File: src/rtl/div_pkg.sv
// Shared types and sizing helpers for the sequential restoring divider.
package div_pkg;

  typedef enum logic [1:0] {IDLE, CALC, DONE} div_state_e;

  localparam int unsigned DW_DEFAULT = 8;

  // Iteration counter width; never narrower than one bit.
  function automatic int unsigned count_width(input int unsigned dw);
    return (dw > 1) ? $clog2(dw) : 1;
  endfunction

endpackage

File: src/rtl/seq_divider_if.sv
// start/ready handshake plus operand and result buses of the sequential divider.
interface seq_divider_if #(
  parameter int unsigned DW = div_pkg::DW_DEFAULT
);

  logic          start;
  logic [DW-1:0] dividend;
  logic [DW-1:0] divisor;
  logic          busy;
  logic          ready;
  logic [DW-1:0] quotient;
  logic [DW-1:0] remainder;
  logic          div_by_zero;

  modport master (
    output start, dividend, divisor,
    input  busy, ready, quotient, remainder, div_by_zero
  );

  modport slave (
    input  start, dividend, divisor,
    output busy, ready, quotient, remainder, div_by_zero
  );

endinterface

File: src/rtl/div_step.sv
// One restoring-division iteration: shift in the next dividend bit, trial-subtract.
module div_step #(
  parameter int unsigned DW = div_pkg::DW_DEFAULT
) (
  input  logic [DW:0]   r,
  input  logic          q_msb,
  input  logic [DW-1:0] d,
  output logic [DW:0]   r_next,
  output logic          q_bit
);

  logic [DW+1:0] shifted;
  logic [DW+1:0] diff;

  // One extra guard bit so the borrow is visible even for a full-width shift.
  always_comb begin
    shifted = {r, q_msb};
    diff    = shifted - {2'b00, d};
    q_bit   = ~diff[DW+1];
    r_next  = diff[DW+1] ? shifted[DW:0] : diff[DW:0];
  end

endmodule

File: src/rtl/seq_divider.sv
// Sequential unsigned restoring divider: one quotient bit per clock, start/ready handshake.
module seq_divider
  import div_pkg::*;
#(
  parameter int unsigned DW = DW_DEFAULT
) (
  input  logic          clk,
  input  logic          rst,
  seq_divider_if.slave  bus
);

  localparam int unsigned CW = count_width(DW);

  div_state_e    state, state_n;
  logic [DW:0]   r_q;
  logic [DW-1:0] q_q;
  logic [DW-1:0] d_q;
  logic [CW-1:0] cnt_q;

  logic          busy_q;
  logic          ready_q;
  logic [DW-1:0] quotient_q;
  logic [DW-1:0] remainder_q;
  logic          dbz_q;

  logic [DW:0]   r_nxt;
  logic [DW-1:0] q_nxt;
  logic          q_bit;
  logic          accept_c;
  logic          last_c;
  logic          zero_div_c;

  div_step #(.DW(DW)) u_step (
    .r      (r_q),
    .q_msb  (q_q[DW-1]),
    .d      (d_q),
    .r_next (r_nxt),
    .q_bit  (q_bit)
  );

  assign q_nxt = (q_q << 1) | DW'(q_bit);

  // State register.
  always_ff @(posedge clk) begin
    if (rst) state <= IDLE;
    else     state <= state_n;
  end

  // Next-state and per-cycle control decode.
  always_comb begin
    state_n    = state;
    accept_c   = 1'b0;
    last_c     = 1'b0;
    zero_div_c = (bus.divisor == '0);
    case (state)
      IDLE: begin
        if (bus.start) begin
          accept_c = 1'b1;
          state_n  = zero_div_c ? DONE : CALC;
        end
      end
      CALC: begin
        if (cnt_q == CW'(DW - 1)) begin
          last_c  = 1'b1;
          state_n = DONE;
        end
      end
      DONE:    state_n = IDLE;
      default: state_n = IDLE;
    endcase
  end

  // Datapath and registered outputs; results only move on accept (div-by-zero) or final step.
  always_ff @(posedge clk) begin
    if (rst) begin
      r_q         <= '0;
      q_q         <= '0;
      d_q         <= '0;
      cnt_q       <= '0;
      busy_q      <= 1'b0;
      ready_q     <= 1'b0;
      quotient_q  <= '0;
      remainder_q <= '0;
      dbz_q       <= 1'b0;
    end else begin
      busy_q  <= (state_n != IDLE);
      ready_q <= (state_n == DONE);
      if (accept_c) begin
        r_q   <= '0;
        q_q   <= bus.dividend;
        d_q   <= bus.divisor;
        cnt_q <= '0;
        if (zero_div_c) begin
          quotient_q  <= '1;
          remainder_q <= bus.dividend;
          dbz_q       <= 1'b1;
        end
      end else if (state == CALC) begin
        r_q   <= r_nxt;
        q_q   <= q_nxt;
        cnt_q <= cnt_q + CW'(1);
        if (last_c) begin
          quotient_q  <= q_nxt;
          remainder_q <= r_nxt[DW-1:0];
          dbz_q       <= 1'b0;
        end
      end
    end
  end

  assign bus.busy        = busy_q;
  assign bus.ready       = ready_q;
  assign bus.quotient    = quotient_q;
  assign bus.remainder   = remainder_q;
  assign bus.div_by_zero = dbz_q;

endmodule

File: src/flat_wrapper.sv
// flat-port wrapper written by rule: the top's interface ports become plain ports
module seq_divider_flat import div_pkg::*;
#(
  parameter int unsigned DW = DW_DEFAULT
)
  (clk, rst, bus_start, bus_dividend, bus_divisor, bus_busy, bus_ready, bus_quotient, bus_remainder, bus_div_by_zero);
  seq_divider_if #(.DW(DW)) bus_i ();
  input  logic clk;
  input  logic rst;
  input wire logic [$bits(bus_i.start)-1:0] bus_start;
  input wire logic [$bits(bus_i.dividend)-1:0] bus_dividend;
  input wire logic [$bits(bus_i.divisor)-1:0] bus_divisor;
  output wire logic [$bits(bus_i.busy)-1:0] bus_busy;
  output wire logic [$bits(bus_i.ready)-1:0] bus_ready;
  output wire logic [$bits(bus_i.quotient)-1:0] bus_quotient;
  output wire logic [$bits(bus_i.remainder)-1:0] bus_remainder;
  output wire logic [$bits(bus_i.div_by_zero)-1:0] bus_div_by_zero;
  assign bus_i.start = bus_start;
  assign bus_i.dividend = bus_dividend;
  assign bus_i.divisor = bus_divisor;
  assign bus_busy = bus_i.busy;
  assign bus_ready = bus_i.ready;
  assign bus_quotient = bus_i.quotient;
  assign bus_remainder = bus_i.remainder;
  assign bus_div_by_zero = bus_i.div_by_zero;
  seq_divider #(.DW(DW)) u_core (.clk(clk), .rst(rst), .bus(bus_i));
endmodule
File: config.mk
export PLATFORM = sky130hd
export DESIGN_NAME = seq_divider_flat
export DESIGN_NICKNAME = d
export VERILOG_FILES = /design/src/rtl/div_pkg.sv /design/src/rtl/seq_divider_if.sv /design/src/rtl/div_step.sv /design/src/rtl/seq_divider.sv /design/src/flat_wrapper.sv
export SDC_FILE = /design/constraint.sdc
export NUM_CORES = 1
export LEC_CHECK = 0
export BUFFER_PORTS_ARGS = -buffer_cell sky130_fd_sc_hd__buf_2
export CAP_MARGIN = 15
export CORE_ASPECT_RATIO = 1.5
export CORE_MARGIN = 1.5
export CORE_UTILIZATION = 50
export CTS_CLUSTER_SIZE = 30
export DETAILED_ROUTE_END_ITERATION = 12
export MAX_ROUTING_LAYER = met4
export PLACE_DENSITY = 0.73
export SETUP_SLACK_MARGIN = 0.3
export SLEW_MARGIN = 20
export SYNTH_ARGS = -nofsm -noshare
export SYNTH_HDL_FRONTEND = slang
export SYNTH_SLANG_ARGS = --single-unit
File: constraint.sdc
create_clock -name clk -period 2.4 [get_ports clk]
set_clock_uncertainty 0.15 [all_clocks]
set_input_delay 0.72 -clock clk [delete_from_list [all_inputs] [get_ports clk]]
set_output_delay 0.72 -clock clk [all_outputs]
set_load 0.01 [all_outputs]
==> results by group <==
Outcome
  – Status: finished with violations
  – Failing checks: negative setup slack

Synthesis
  – Simple-gate share of the synthesized area: 20.1%
  – Synth warnings: 0
  – Post-synthesis mux area share: around 1.3%
  – Cells after Synth: 292
  – Synth Area per Inst: 8.06 µm²
  – Async set-reset flop share out of synthesis: 0%
  – Main combinational cell family by area after synthesis: compound AO/OA/AOI/OAI gates
  – Post-synth EDFFs: 0
  – Cell with the most instances after synthesis: nand2_1
  – Synthesized-area fraction occupied by adder cells: 6.17%
  – Post-Synth XOR/XNOR Area: 2.55%
  – Syn Nets: 322
  – Syn Std Cell Area: 0.00235 mm²
  – Synth top cells by count: 66 x nand2_1, 49 x dfxtp_1, 29 x a21oi_1
  – Post-synth top flop: dfxtp_1
  – Synth top area cells: dfxtp_1 42%, nand2_1 11%, a21oi_1 6.2%
  – Yosys top cell by area: dfxtp_1
  – Synth cell types: 45
  – Compound-gate portion of the synthesized area: 23.9%
  – Post-synthesis sequential area ratio: 41.7%
  – Post-synthesis register bit count: 49
  – Yosys top cell area share: 41.7%

Worst setup path
  – Worst EP arrival: 2.52 ns
  – CP dominant cell by count: inv_2
  – Worst Path Required: 2.50 ns
  – R2R setup slack: -0.02 ns
  – Worst setup path class: reg -> reg
  – R2r worst-path depth: 11
  – Critical path startpoint category: register
  – CP max FO: 2
  – Slowest cell on crit path: a2111oi_1
  – Critical Path Sink Type: register
  – Crit path from: u_core.q_q[7]$_SDFFE_PP0P_
  – FF-to-FF End: u_core.bus.remainder[6]$_SDFFE_PP0P_
  – Slowest stage delay, CP: 0.38 ns
  – Critical path cell sequence: inv_2 > ha_4 > inv_2 > fa_2 > a211oi_2 > o21bai_1 > a21oi_2 > xnor2_1 > mux2i_1 > a2111oi_1 > a31o_1
  – Worst r2r src: u_core.q_q[7]$_SDFFE_PP0P_

Routing
  – Final ANT Viol Nets: 0
  – Via count: 2337
  – Router iterations before antenna repair: 4
  – Number of vias per cell: between 5 and 6
  – Final routed DRC violation total: 0
  – Total Routed Length: 6280 µm
  – Drt initial violations: 133
  – WL/cell: about 15 µm

Floorplan
  – Core footprint: 0.00454 mm²
  – Starting Density: about half
  – Num ports: 38
  – Chip height: 87.0 µm
  – # rows: 30
  – Die area: a little over 0.005 mm²
  – Die width: between 50 and 60 µm

Hold path
  – Worst Hold End: u_core.d_q[4]$_SDFFE_PP0P_
  – Hold path depth: 2
  – Hold wc startpoint: u_core.d_q[4]$_SDFFE_PP0P_
  – Worst min path class: reg -> reg

Placement
  – Dpl hpwl: 4730 µm
  – GPL Wtd Cong: between 0.9 and 1
  – Placed instance area: between 0.002 and 0.003 mm²
  – IO Port Bufs: 37

Power
  – Pwr dens: 680 mW/mm²
  – Leak Pwr: 1.22 nW
  – Peak VDD IR: 0.000361 V
  – Final Power: 0.00200 W
  – Switching power: 0.000652 W
  – Seq pwr share: 44.5%
  – Clock group share of total power: 24.4%
  – Comb power frac: 31.2%
  – Internal power: between 0.001 and 0.0015 W
  – Switching share of power: 32.6%

Global routing
  – Vias in the first global route: between 2000 and 2500
  – Total track usage: between 20% and 30%
  – First-pass GRT wire length: 10000 µm
  – Antenna violations before repair: 0
  – Grt ovf: 0
  – Pin count of the biggest net entering global routing: 26

Cells and area
  – Layout fillers: ~410
  – Fraction of layout cells with a size suffix above 1: 28.4%
  – Layout net count: 378
  – Area growth syn-to-layout: 24.9%
  – N_diodes: 0
  – Final design instance area without fill: 0.00294 mm²

Timing
  – Slew margin rel.: 60.3%
  – Final setup slack of the worst path: -0.0181 ns
  – Ratio of final minimum period to clock period: 101%
  – Slew Viols, Final: 0
  – Tmin final: 2.42 ns
  – Peak Freq: 0.414 GHz
  – Slew @ Worst Pin: about 0.6 ns
  – Unrepaired setup endpoints after global routing: yes
  – Final setup fails: 1
  – Setup TNS: -0.0181 ns
  – Hold Vio Cnt, Final: 0

Clocking
  – Clock Pin Slew Worst Setup and Hold Paths: about 0.09 ns
  – Worst-case clock buffer depth: 2
  – H-Tree Depth: 2
  – CTS Buf Count: 5
  – Hold buffer count at CTS: 0
  – Clock tree sinks: 49
  – CTS tree: built
  – Clk Latency, worst-skew pair: 0.30 ns
  – CTS Root Cell: clkbuf_8

Flow run
  – Max-cap violations: 0
[final cells by class]
| class | instances | area (µm²) | share of cell area [%] |
|---|---|---|---|
| repair buffers | 65 | 395 | 13.5 |
| multi-input cells | 217 | 1350 | 46.0 |
| clock buffers | 6 | 72.6 | 2.47 |
| flip-flops and latches | 49 | 987 | 33.6 |
| inverters | 10 | 37.5 | 1.28 |
| well taps | 64 | 80.1 | 2.72 |
| clock inverters | 2 | 15.0 | 0.511 |
[flip-flops by register name (all words and copies together) (netlist names), 2 cells and up]
signal	cells
u_core.d_q	8
u_core.bus.quotient	8
u_core.bus.remainder	8
u_core.state	2
u_core.r_q	9
u_core.cnt_q	3
u_core.q_q	8
[critical path: cells and delay by family (launching register included)]
family,cells,cell delay [ns]
buffers and inverters,2,0.09
XOR/XNOR,1,0.14
adder cells (fa/ha/maj),2,0.47
AO/OA/AOI/OAI,5,1.05
multiplexers,1,0.13
flip-flops,1,0.34
[metrics by stage]
stage	util, %	std cells	hold slack, ns	setup WS [ns]
after floorplan	-	292	0.286	0.140
after global placement	60.9	399	0.290	-0.0249
after detailed placement	60.9	399	0.298	-0.0710
after CTS	63.7	411	0.309	-0.00239
after global routing	64.7	413	0.327	-0.197
final	64.7	413	0.309	-0.0181
[power by group through the flow]
stage / clock network, W / registers, W / logic, W
finish: 0.000487 / 0.000889 / 0.000623
CTS: 0.000492 / 0.000886 / 0.000571
floorplan: 0 / 0.000891 / 0.000375
global route: 0.000536 / 0.000893 / 0.000679
detailed placement: 0 / 0.000905 / 0.000541
global placement: 0 / 0.000904 / 0.000530
[cells by family (layout without fill, tap and decap cells)]
kind of cell | Yosys count | count (layout)
muxes | 3 | 3
AOI/OAI and AO/OA | 88 | 88
buffers and inverters | 26 | 83
DFF | 49 | 49
adders and majority gates | 11 | 11
xor gates and xnor gates | 6 | 6
and+or+nand+nor | 109 | 109
[repair_timing]
item | 4_1_cts | 5_1_grt
hold endpoints to repair | 0 | 0
gates resized for setup | 7 | 7
setup endpoints to repair | 19 | 19
pin swaps | 3 | 3
setup buffers | 4 | 2
[layer usage]
metal / GRT usage (%) / share of wire [%] / up-vias
met5: - / 0 / -
met4: 10.3 / 2.8 / 0
met3: 4.46 / 5.0 / 13
met2: 44.6 / 53 / 82
met1: 30.5 / 39 / 1099
li1: - / - / 1143
[worst max path at each step]
| stage | endpoint | slack, ns | cells after the start |
|---|---|---|---|
| after floorplan | u_core.bus.remainder[6]$_SDFFE_PP0P_ | 0.14 | 11 |
| final | u_core.bus.remainder[6]$_SDFFE_PP0P_ | -0.02 | 11 |
| after CTS | u_core.bus.remainder[6]$_SDFFE_PP0P_ | -0.002 | 11 |
| after global routing | u_core.bus.remainder[6]$_SDFFE_PP0P_ | -0.20 | 11 |
| after global placement | u_core.bus.remainder[6]$_SDFFE_PP0P_ | -0.02 | 10 |
| after detailed placement | u_core.bus.remainder[6]$_SDFFE_PP0P_ | -0.07 | 10 |
[cell usage in the layout (no fill, tap or decap), types with 2 or more instances in the layout]
| cell | instances |
|---|---|
| and3_1 | 5 |
| nor2_1 | 17 |
| a21oi_2 | 4 |
| a21oi_1 | 26 |
| nor4_2 | 2 |
| a211oi_2 | 2 |
| nor2b_1 | 3 |
| o21ai_0 | 14 |
| nand2_1 | 66 |
| a21o_1 | 3 |
| ha_4 | 3 |
| and2_1 | 2 |
| nor3_1 | 2 |
| buf_2 | 37 |
| xnor2_1 | 5 |
| nand3_1 | 6 |
| o221a_2 | 2 |
| o21ai_1 | 3 |
| ha_1 | 7 |
| inv_1 | 8 |
| o32ai_1 | 2 |
| dfxtp_2 | 5 |
| dfxtp_1 | 44 |
| mux2i_1 | 2 |
| a31oi_1 | 10 |
| clkbuf_8 | 5 |
| a311oi_1 | 7 |
| o22ai_1 | 3 |
| buf_4 | 28 |
| inv_2 | 2 |
| clkinvlp_4 | 2 |
Note: power is estimated with default switching activity, not from simulation.
